$ cat src/rtl/ch_adv_tx.sv
// ch_adv_tx: serializes six-word cluster-head advertisement packets (CHE/INV)
// onto a valid/ready word stream. All packet fields are captured when a
// request is accepted, so later input changes never alter a packet in flight.
module ch_adv_tx #(
    parameter int unsigned WORD_WIDTH = 16,
    parameter int unsigned MAX_HOPS   = 15,
    parameter int unsigned PKT_LEN    = 6
) (
    input  logic                  clk,
    input  logic                  rst,
    input  logic                  send_CHE,
    input  logic                  send_INV,
    input  logic                  abort,
    input  logic [WORD_WIDTH-1:0] my_ID,
    input  logic [WORD_WIDTH-1:0] my_QValue,
    input  logic [WORD_WIDTH-1:0] chosenCH,
    input  logic [WORD_WIDTH-1:0] hopsfromCH,
    input  logic                  tx_ready,
    output logic                  tx_valid,
    output logic [WORD_WIDTH-1:0] tx_data,
    output logic                  tx_last,
    output logic                  busy,
    output logic                  done,
    output logic                  err,
    output logic [7:0]            seq_num
);

    typedef enum logic [1:0] {IDLE, SEND, DONE} state_t;

    state_t                state_q, state_d;
    logic [2:0]            idx_q, idx_d;
    logic [7:0]            seq_q, seq_d;
    logic                  err_q, err_d;
    logic [WORD_WIDTH-1:0] pkt_q [PKT_LEN];
    logic [WORD_WIDTH-1:0] pkt_d [PKT_LEN];

    logic                  inv_ok;
    logic                  inv_bad;
    logic                  take_inv;
    logic [3:0]            pkt_type;
    logic [WORD_WIDTH-1:0] w0, w2, w3;

    // Request qualification, and the packet words that would be captured this cycle
    always_comb begin
        inv_ok   = (chosenCH != '0) && (hopsfromCH < WORD_WIDTH'(MAX_HOPS));
        inv_bad  = send_INV && !send_CHE && !inv_ok;
        take_inv = send_INV && !send_CHE && inv_ok;
        pkt_type = take_inv ? 4'h2 : 4'h1;
        w0       = WORD_WIDTH'({pkt_type, 4'(PKT_LEN), seq_q});
        w2       = take_inv ? chosenCH : my_ID;
        w3       = take_inv ? (hopsfromCH + WORD_WIDTH'(1)) : '0;
    end

    // Next-state logic: accept/reject in IDLE, advance on handshake, abort override
    always_comb begin
        state_d = state_q;
        idx_d   = idx_q;
        seq_d   = seq_q;
        err_d   = 1'b0;
        pkt_d   = pkt_q;
        case (state_q)
            IDLE: begin
                if (send_CHE || take_inv) begin
                    pkt_d[0] = w0;
                    pkt_d[1] = my_ID;
                    pkt_d[2] = w2;
                    pkt_d[3] = w3;
                    pkt_d[4] = my_QValue;
                    pkt_d[5] = w0 ^ my_ID ^ w2 ^ w3 ^ my_QValue;
                    idx_d    = '0;
                    state_d  = SEND;
                end else if (inv_bad) begin
                    err_d = 1'b1;
                end
            end
            SEND: begin
                if (tx_ready) begin
                    if (idx_q == 3'(PKT_LEN - 1)) begin
                        idx_d   = '0;
                        seq_d   = seq_q + 8'd1;
                        state_d = DONE;
                    end else begin
                        idx_d = idx_q + 3'd1;
                    end
                end
            end
            DONE:    state_d = IDLE;
            default: state_d = IDLE;
        endcase
        // abort discards any request or progress made this cycle
        if (abort) begin
            state_d = IDLE;
            idx_d   = '0;
            seq_d   = seq_q;
            err_d   = 1'b0;
        end
    end

    // State and packet registers with synchronous reset
    always_ff @(posedge clk) begin
        if (rst) begin
            state_q <= IDLE;
            idx_q   <= '0;
            seq_q   <= '0;
            err_q   <= 1'b0;
            for (int unsigned i = 0; i < PKT_LEN; i++) pkt_q[i] <= '0;
        end else begin
            state_q <= state_d;
            idx_q   <= idx_d;
            seq_q   <= seq_d;
            err_q   <= err_d;
            pkt_q   <= pkt_d;
        end
    end

    assign tx_valid = (state_q == SEND);
    assign tx_data  = tx_valid ? pkt_q[idx_q] : '0;
    assign tx_last  = tx_valid && (idx_q == 3'(PKT_LEN - 1));
    assign busy     = (state_q != IDLE);
    assign done     = (state_q == DONE);
    assign err      = err_q;
    assign seq_num  = seq_q;

endmodule
$ cat config.mk
export PLATFORM = sky130hd
export DESIGN_NAME = ch_adv_tx
export DESIGN_NICKNAME = d
export VERILOG_FILES = /design/src/rtl/ch_adv_tx.sv
export SDC_FILE = /design/constraint.sdc
export NUM_CORES = 1
export LEC_CHECK = 0
export ABC_AREA = 1
export BUFFER_PORTS_ARGS = -buffer_cell sky130_fd_sc_hd__buf_2
export CAP_MARGIN = 20
export CORE_MARGIN = 1
export CORE_UTILIZATION = 61
export DETAILED_ROUTE_END_ITERATION = 6
export GPL_TIMING_DRIVEN = 0
export HOLD_SLACK_MARGIN = 0.02
export PLACE_DENSITY_LB_ADDON = 0.25
export SLEW_MARGIN = 20
export SYNTH_ARGS = -nofsm -noshare
export SYNTH_HDL_FRONTEND = slang
export SYNTH_SLANG_ARGS = --single-unit
$ cat constraint.sdc
create_clock -name clk -period 3.5 [get_ports clk]
set_input_delay 0.525 -clock clk [delete_from_list [all_inputs] [get_ports clk]]
set_output_delay 0.525 -clock clk [all_outputs]
set_load 0.05 [all_outputs]
# Word-level counts from Yosys, hierarchy flattened
# Cells that the tools add are included.
# word_totals
reg_bits,108
input_bits,70
output_inout_bits,29
# classes
add_sub_neg,3
order_cmp,2
n_eq_ne,6
mux,16
bitwise,7
n_reduce_logical,18
# op_table
cell,count
two-way mux 16 bit,5
binary-select mux 16 bit (select 3 bit),1
bitwise XOR 16 bit,3
adder 16 x 1 -> 16 bit (second input constant),1
< comparator 16 x 4 -> 1 bit (second input constant),1
nonzero test 16 bit,1
bitwise XOR 14 x 16 -> 16 bit,1
two-way mux 3 bit,3
adder 8 x 1 -> 8 bit (second input constant),1
two-way mux 2 bit,4
case mux 3 bit (2 select lines),1
AND reduction 3 bit,2
logical AND 1 bit,5
greater-or-equal comparator 4 bit (second input constant),1
!= test 2 bit (second input constant),2
inverter 3 -> 4 bit,1
case mux 2 bit (2 select lines),1
AND reduction 4 bit,1
nonzero test 2 bit,2
OR reduction 4 bit,1
adder 3 x 1 -> 3 bit (second input constant),1
== test 3 bit (second input constant),1
== test 2 x 1 -> 1 bit (second input constant),1
== test 2 bit (second input constant),1
other kinds (8),10

# Depth between registers and ports, before layout
# Gate-level depths: netlist (run 1).
# depth
ltp_word,8
depth_mapped,15
ltp_nobuf,14

# Worst setup path before layout (run 1)
# OpenSTA, ideal clock, no wires.
# synth_timing
path_type,register to output
from,reg idx_q[0]
to,out tx_data[10]
arrival_time_ns,1.899
setup_slack_ns,1.076
stages_incl_launch_ff,8
n_path_buf,2
cell_sequence,dfxtp_1 buf_2 clkinv_1 clkbuf_1 nand2_1 o22ai_1 o21ai_0 a21oi_1
# synth_via
elab_chain_cells,5
# synth_lines
item,line_no,text
from (decl),31,"logic [2:0] idx_q, idx_d;"
from (signal assigned),109,idx_q <= idx_d;
inverter 3 -> 4 bit (not written as such),117,assign tx_data = tx_valid ? pkt_q[idx_q] : '0;
binary-select mux 16 bit (select 3 bit),117,
two-way mux 16 bit (not written as such) (2 in series),117,
two-way mux 16 bit,117,
to (decl),20,"output logic [WORD_WIDTH-1:0] tx_data,"
# No other way between the ends. The select of a mux whose other input is x is not followed.

# Worst setup path after layout (run 1)
# layout_timing
from,reg idx_q[2]
to,out tx_data[6]
# Same word-level chain as after synthesis.

==> impl_results.md, run 1 <==
* Synth-to-layout area growth at 14.0%
* TritonRoute pass-1 iters at 6
* Share of the synthesized area in the top cell type at 36.4%
* Ant diodes at 0
* R2r startpoint: idx_q[2]
* Die height at 99.3 um
* Most used DFF post-synth: dfxtp_1
* Routability cong. at 0.932
* Starting Density at 62.8%
* Setup CP Type: reg2out
* Vias in the first global route at 5,851
* TNS Setup at 0 ps
* Core Region at 9200 sq um
* Max Cap Viol at 0
* Clock Latency Late Sink at 390 ps
* Status: finished clean
* Placed Area at 6400 sq um
* Post-synthesis sequential area ratio at 36.4%
* Layout cells sized above 1 at 17.3%
* WHS Endpoint: pkt_q[70]
* RSZ-0062 raised after global routing: no
* Crit path max-delay family: buffers and inverters
* Peak supply drop at 0.248 mV
* Hold path depth at 3
* PortBufs at 98
* Setup bufs post-CTS at 0
* CTS max path bufs at 2
* Gr ovfl total at 0
* Reg2reg setup slack at 1510 ps
* RR Endpoint: seq_num[7]
* First-pass GRT wire length at 28,200 um
* Slowest CP cell: clkbuf_1
* Buf/Inv on CP at 4
* Setup ws final at 520 ps
* Via density at 5.69
* Final Skew at 9.41 ps
* Die W at 99.3 um
* Vias at 6,155
* Tightest Hold Check Type: in2reg
* Synth area leaders: dfxtp_1 36%, nand2_1 10%, inv_1 9.2%
* DRT iter0 DRCs at 572
* IO Count at 99
* YS warnings at 0
* CTS buffer count at 9
* Rows at 35
* DRT antenna net count at 0
* Fin. max-slew vios at 0
* Worst Tran Pin Value at 715 ps
* Share of flip-flops with an asynchronous set or reset at 0%
* Final hold slack at 419 ps
* Mapped Nets at 928
* GR Util All Layers at 37.3%
* Leakage at 3.18 nW
* WL/cell at 16.3 um
* Final hold violations at 0
* Initial antenna violation count at 0
* Post-synthesis register bit count at 105
* Setup Viol. Count Final at 0
* Hold_sp: my_ID[6]
* CTS clk-pin slew, worst paths at 110 ps
* Netlist cell types at 43
* Post-synth top area cell: dfxtp_1
* Final std cell area, no fill at 6580 sq um
* Crit path cell chain: buf_4 > inv_2 > nor2_8 > clkbuf_1 > o21ai_0 > a21oi_1 > o21a_1 > buf_2
* Worst-path fanout max at 10
* CTS tree: done
* Synthesized area at 5770 sq um
* Period utilisation layout at 85.1%
* Worst slew margin at 52.4%
* Startpoint types: register
* Die ar. at 9860 sq um
* Reg2Reg Depth at 12
* WP data required at 2970 ps
* Post-DP HPWL at 13,100 um
* # H-tree levels at 3
* Residual DRC at 0
* Final Net Count at 1,037
* Cts repair resizes at 0
* Post-synthesis cell count at 856
* Post-synth EDFFs at 0
* Max incr delay on CP at 510 ps
* PwrDens at 367 nW/um^2
* Clock Root Buffer: clkbuf_8
* CTS Hold Bufs at 0
* Drt total wl at 17,700 um
* Dpl ws at 889 ps
* TritonCTS Sinks at 105
* F_max at 336 MHz
* Mapped Avg Cell Area at 6.75 sq um
* Largest net degree at the start of global routing at 19
* CP Capture Type: output port
* Post-route minimum period at 2980 ps
* Crit path DAT at 2450 ps
==> layer usage <==
layer	track usage, %	part of all wire (%)	up-vias
met5	0	0	-
met4	19.9	4.9	0
met3	6.11	9.4	65
met2	59.5	45	319
met1	48.6	41	2763
li1	-	-	3008
==> where the power goes <==
group	switching (mW)	total, mW	leakage, nW	internal [mW]
Sequential	0.0256	1.29	0.864	1.26
Clock	0.461	0.728	0.0879	0.267
Combinational	0.262	0.402	2.23	0.140
Total	0.749	2.42	3.18	1.67
==> worst max-delay path by stage <==
stage | slack, ps | from | cells after the start | end
finish | 520 | idx_q[2] | 8 | tx_data[6]
global route | 450 | idx_q[2] | 8 | tx_data[6]
CTS | 560 | idx_q[2] | 8 | tx_data[6]
detailed placement | 890 | chosenCH[12] | 11 | pkt_q[16]
global placement | 950 | chosenCH[12] | 11 | pkt_q[16]
floorplan | 1080 | idx_q[0] | 7 | tx_data[10]
==> synth_stat cells, types with 3 or more instances <==
cell type	count
o22ai_1	5
a211oi_2	3
buf_6	3
o21ai_1	9
or2_2	3
nand2_2	3
a22oi_1	12
nand3b_1	6
clkbuf_1	19
nand2_1	156
o21ai_0	87
nor3_1	5
o21a_1	8
nor2_1	53
inv_1	141
xor2_1	6
nand4_1	15
buf_2	19
xnor2_1	9
nand3_1	44
nand3_2	7
buf_4	5
inv_2	3
a211oi_1	10
a21oi_1	92
dfxtp_1	105
o211ai_1	9
==> worst min-delay path, cell delays in order <==
cell and delay [ps]:
buf_2 110, inv_1 70, a211oi_1 60
==> cell usage in the layout, fill, tap and decap left out, types with 7 or more instances in the layout <==
| cell | instances |
|---|---|
| nand4_1 | 15 |
| a21oi_1 | 92 |
| clkbuf_8 | 9 |
| clkbuf_1 | 19 |
| o21ai_0 | 87 |
| buf_2 | 117 |
| nand3_1 | 44 |
| nor2_1 | 53 |
| nand2_1 | 156 |
| o21ai_1 | 9 |
| nand3_2 | 7 |
| a211oi_1 | 10 |
| a22oi_1 | 12 |
| dfxtp_1 | 105 |
| o211ai_1 | 9 |
| o21a_1 | 8 |
| inv_1 | 141 |
| xnor2_1 | 9 |
==> flip-flops by register name, summed over array words and instances, names as in the netlist <==
name and cells:
idx_q 3, state_q 2, err 1, seq_num 8, pkt_q 91
==> logic make-up after synthesis <==
logic type / share of synthesized area (%)
adders and majority gates: 0.433
DFF: 36.4
buffers and inverters: 13.7
AOI/OAI and AO/OA: 23.2
and+or+nand+nor: 24.0
xor gates and xnor gates: 2.28
==> metrics by stage <==
stage	total power, mW	std cells	util (%)
global placement	1.69	1065	69.6
floorplan	1.56	856	-
finish	2.42	1081	71.6
detailed placement	1.70	1065	69.6
CTS	2.40	1081	71.6
global route	2.51	1081	71.6
==> layout make-up <==
cell class,instances,area [sq um]
Multi-Input combinational cell,558,2880
Fill cell,844,2620
Sequential cell,105,2100
Inverter,145,544
Timing Repair Buffer,98,490
Buffer,48,246
Tap cell,111,139
Clock buffer,9,124
Clock inverter,7,53.8
Note: power is estimated with default switching activity, not from simulation.
==> inputs of run 2 (changes only) <==
--- a/config.mk
+++ b/config.mk
@@ -8,7 +8,7 @@
 export ABC_AREA = 1
 export BUFFER_PORTS_ARGS = -buffer_cell sky130_fd_sc_hd__buf_2
 export CAP_MARGIN = 20
-export CORE_MARGIN = 1
+export CORE_MARGIN = 4
 export CORE_UTILIZATION = 61
 export DETAILED_ROUTE_END_ITERATION = 6
 export GPL_TIMING_DRIVEN = 0
==> impl_results.md, run 2 (synthesis results as in run 1) <==
* Status: finished clean
* Die W at 105 um
* Setup Viol. Count Final at 0
* RSZ-0062 raised after global routing: no
* Most frequent cells in the layout: 156 x nand2_1, 141 x inv_1, 117 x buf_2
* Max Cap Viol at 0
* Layout cells sized above 1 at 17.2%
* Max reg flops at 91
* Fin. max-slew vios at 0
* Initial antenna violation count at 0
* Routability cong. at 0.936
* DRT iter0 DRCs at 626
* PortBufs at 98
* WP data required at 2970 ps
* CTS tree: done
* # H-tree levels at 3
* Worst slew margin at 52.8%
* Via density at 5.53
* Placed Area at 6430 sq um
* WP depth at 8
* Max incr delay on CP at 490 ps
* Die ar. at 11,100 sq um
* Drt total wl at 17,800 um
* Synth-to-layout area growth at 14.3%
* Slowest CP cell: clkbuf_1
* Pwr Total at 2.39 mW
* Vias in the first global route at 5,514
* PwrDens at 362 nW/um^2
* Final Net Count at 1,037
* Final hold violations at 0
* TritonRoute pass-1 iters at 5
* Final hold slack at 421 ps
* Startpoint types: register
* DRT antenna net count at 0
* Clock Latency Late Sink at 380 ps
* Post-route minimum period at 2960 ps
* F_max at 338 MHz
* Final Skew at 6.35 ps
* WL/cell at 16.2 um
* Largest net degree at the start of global routing at 17
* Crit path max-delay family: buffers and inverters
* Worst Tran Pin Value at 708 ps
* Core Region at 9240 sq um
* CTS Hold Bufs at 0
* Hold path depth at 3
* GR Util All Layers at 32.3%
* Ant diodes at 0
* Buf/Inv on CP at 4
* Starting Density at 62.5%
* Most common cell after layout, fill and taps aside: nand2_1
* TNS Setup at 0 ps
* Largest register by flop count: pkt_q
* Leakage at 3.18 nW
* Final core utilization at 71.4%
* Clock Root Buffer: clkbuf_8
* Gr ovfl total at 0
* TritonCTS Sinks at 105
* Cts repair resizes at 0
* CTS buffer count at 9
* Setup CP Type: reg2out
* Period utilisation layout at 84.6%
* Final std cell area, no fill at 6600 sq um
* Tightest Hold Check Type: in2reg
* Crit path DAT at 2440 ps
* Fillers at 810
* First-pass GRT wire length at 28,000 um
* IO Count at 99
* Rows at 35
* CP Capture Type: output port
* Setup bufs post-CTS at 0
* Die height at 105 um
* CTS clk-pin slew, worst paths at 100 ps
* Peak supply drop at 0.209 mV
* Vias at 6,074
* Residual DRC at 0
* Worst-path fanout max at 10
* Post-DP HPWL at 13,400 um
* CTS max path bufs at 2
* Crit path cell chain: buf_4 > inv_2 > nor2_8 > clkbuf_1 > o21ai_0 > a21oi_1 > o21a_1 > buf_2
* Reg2Reg Depth at 12
run 2: cell count changes in the layout (fill, tap and decap cells not counted):
cell | before | now
clkbuf_1 | 19 | 20
inv_6 | 2 | 0
clkinv_4 | 0 | 1
clkinv_2 | 2 | 3
clkbuf_8 | 9 | 10
inv_8 | 1 | 0
clkinvlp_4 | 2 | 1
run 2: where the power goes:
group          internal [mW]  switching, mW  leakage (nW)
logic                  0.140          0.260          2.23
clock network          0.277          0.428        0.0891
registers               1.26         0.0256         0.864
total                   1.68          0.714          3.18
run 2: layout make-up:
cell class / instances / area, sq um / share of cell area [%]
buffer: 48 / 246 / 3.74
tap: 129 / 161 / 2.45
clock inverter: 5 / 31.3 / 0.474
sequential: 105 / 2100 / 31.9
timing repair buffer: 98 / 490 / 7.43
clock buffer: 11 / 141 / 2.14
multi-input combinational: 558 / 2880 / 43.7
inverter: 145 / 544 / 8.25
run 2: tightest hold or removal path: cells and delay by family:
family / cells / cell delay, ps
buffers and inverters: 2 / 170
AO/OA/AOI/OAI: 1 / 60
run 2: final timing paths:
check,startpoint,to,slack (ps)
max reg2reg,idx_q[2],seq_num[7],1470
min reg2reg,pkt_q[46],pkt_q[46],450
max,idx_q[2],tx_data[7],540
min,my_ID[6],pkt_q[70],420
run 2: routing by layer:
layer	up-vias	GRT usage [%]	wire length, um
met1	2702	43.2	7310
met5	-	0	0
met4	0	14.0	660
li1	3001	-	-
met2	317	49.0	7920
met3	54	8.76	1890
run 2: stage by stage:
stage | cells | worst slack (ps)
4_1_cts | 1099 | 594
3_5_place_dp | 1083 | 959
2_1_floorplan | 856 | 1080
5_1_grt | 1099 | 388
3_3_place_gp | 1083 | 950
6_report | 1099 | 540
==> inputs of run 3 (changes only) <==
--- a/config.mk
+++ b/config.mk
@@ -5,11 +5,11 @@
 export SDC_FILE = /design/constraint.sdc
 export NUM_CORES = 1
 export LEC_CHECK = 0
-export ABC_AREA = 1
+export ABC_AREA = 0
 export BUFFER_PORTS_ARGS = -buffer_cell sky130_fd_sc_hd__buf_2
 export CAP_MARGIN = 20
 export CORE_MARGIN = 4
-export CORE_UTILIZATION = 61
+export CORE_UTILIZATION = 51
 export DETAILED_ROUTE_END_ITERATION = 6
 export GPL_TIMING_DRIVEN = 0
 export HOLD_SLACK_MARGIN = 0.02
==> constraint.sdc (replaced) <==
create_clock -name clk -period 2.5 [get_ports clk]
set_input_delay 0.375 -clock clk [delete_from_list [all_inputs] [get_ports clk]]
set_output_delay 0.375 -clock clk [all_outputs]
set_load 0.05 [all_outputs]
==> impl_results.md, run 3 <==
* Core Region at 10,500 sq um
* Max Cap Viol at 0
* CTS tree: done
* Gr ovfl total at 0
* Via density at 6.24
* Layout cells sized above 1 at 23.3%
* Period utilisation layout at 97.7%
* Die ar. at 12,600 sq um
* Buf/Inv on CP at 2
* CTS clk-pin slew, worst paths at 110 ps
* Crit path max-delay family: buffers and inverters
* CTS Hold Bufs at 0
* TritonRoute pass-1 iters at 5
* Drt total wl at 18,900 um
* IO Count at 99
* Mapped Nets at 703
* Crit path cell chain: clkbuf_4 > mux4_2 > a21oi_1 > nor2_1 > buf_2
* Leakage at 2.38 nW
* Residual DRC at 0
* Most used DFF post-synth: dfxtp_1
* CP Capture Type: output port
* Final hold violations at 0
* Clock Latency Late Sink at 380 ps
* Post-route minimum period at 2440 ps
* Fillers at 949
* Worst slew margin at 51.5%
* Die height at 112 um
* Largest net degree at the start of global routing at 19
* Max reg flops at 91
* YS warnings at 0
* Final hold slack at 239 ps
* Post-synth EDFFs at 0
* Setup CP Type: reg2out
* Worst Tran Pin Value at 722 ps
* Netlist cell types at 46
* Post-DP HPWL at 14,200 um
* Rows at 37
* Synth cell count leaders: 105 x dfxtp_1, 95 x a21oi_1, 51 x o21ai_0, 49 x nor2_1, 48 x nand3_1
* DRT antenna net count at 0
* Final Net Count at 808
* Post-synthesis sequential area ratio at 37.9%
* Synth-to-layout area growth at 16.3%
* Most common cell after layout, fill and taps aside: buf_2
* TNS Setup at 0 ps
* Worst-path fanout max at 10
* Status: finished clean
* Post-synthesis register bit count at 105
* Crit path DAT at 2070 ps
* Post-synth top area cell: dfxtp_1
* CTS max path bufs at 2
* Share of flip-flops with an asynchronous set or reset at 0%
* Initial antenna violation count at 0
* PwrDens at 529 nW/um^2
* First-pass GRT wire length at 28,600 um
* WP data required at 2120 ps
* Max incr delay on CP at 500 ps
* Fin. max-slew vios at 0
* Setup Viol. Count Final at 0
* Synthesized area at 5550 sq um
* Ant diodes at 0
* CTS buffer count at 9
* F_max at 409 MHz
* GR Util All Layers at 29.3%
* Vias in the first global route at 5,183
* Most frequent cells in the layout: 107 x buf_2, 103 x dfxtp_1, 95 x a21oi_1
* Synth area leaders: dfxtp_1 38%, a21oi_1 8.6%, mux2i_1 5.9%
* TritonCTS Sinks at 105
* DRT iter0 DRCs at 720
* WL/cell at 21.6 um
* Peak supply drop at 0.280 mV
* Vias at 5,469
* Startpoint types: register
* Share of the synthesized area in the top cell type at 37.9%
* Starting Density at 53.1%
* Slowest CP cell: dfxtp_2
* Register area at 2110 sq um
* Area of the multi-input gates at 3210 sq um
* Final Skew at 11.4 ps
* # H-tree levels at 3
* Most common cell in the netlist: dfxtp_1
* RSZ-0062 raised after global routing: no
* Post-synthesis cell count at 631
* Largest register by flop count: pkt_q
* Die W at 112 um
* Setup bufs post-CTS at 0
* Clock Root Buffer: clkbuf_8
* Routability cong. at 0.956
* Tightest Hold Check Type: in2reg
* Mapped Avg Cell Area at 8.80 sq um
* PortBufs at 97
run 3: repair_timing:
action,in CTS,in global routing
endpoints found under the setup margin,16,40
pin swaps,0,0
gates resized for setup,16,15
run 3: logic make-up (layout without fill, tap and decap cells):
| kind of cell | after synthesis | after routing | share of synthesized area (%) |
|---|---|---|---|
| buffers and inverters | 61 | 171 | 4.69 |
| and+or+nand+nor | 183 | 183 | 18.3 |
| muxes | 49 | 49 | 11.6 |
| DFF | 105 | 105 | 37.9 |
| adders and majority gates | 2 | 2 | 0.451 |
| AOI/OAI and AO/OA | 187 | 187 | 19.9 |
| xor gates and xnor gates | 44 | 44 | 7.19 |
run 3: per-layer routing:
metal	vias up	global-route usage, %	share of wire [%]
met5	-	0	0
met3	47	4.31	9.5
li1	2507	-	-
met2	338	46.9	46
met1	2577	40.2	41
met4	0	10.9	3.7
run 3: area by class of cell:
type,count,share of cell area [%]
Clock inverter,7,1.16
Clock buffer,9,1.92
Inverter,5,0.291
Sequential cell,105,32.6
Tap cell,136,2.64
Timing Repair Buffer,97,7.52
Multi-Input combinational cell,465,49.8
Buffer,53,4.09
run 3: worst paths after layout:
check / startpoint / to / slack, ps / cells after the start
max: idx_q[1] / tx_data[3] / 60 / 5
max reg2reg: state_q[0] / seq_num[6] / 550 / 5
min reg2reg: pkt_q[46] / pkt_q[46] / 470 / 1
min: abort / state_q[1] / 240 / 2
run 3: metrics by stage:
step / setup WS (ps) / instance area [sq um] / power (mW) / utilization [%] / std cells
after detailed placement: -309 / 6210 / 2.32 / 59.3 / 864
after floorplan: 92.7 / 5550 / 2.11 / - / 631
after global routing: 12.6 / 6460 / 3.52 / 61.7 / 877
final: 56.4 / 6460 / 3.42 / 61.7 / 877
after global placement: -240 / 6210 / 2.31 / 59.3 / 864
after CTS: 1.02 / 6430 / 3.39 / 61.4 / 879
run 3: where the power goes:
group / internal (mW) / switching [mW]
Combinational: 0.192 / 0.326
Clock: 0.473 / 0.638
Sequential: 1.74 / 0.0423
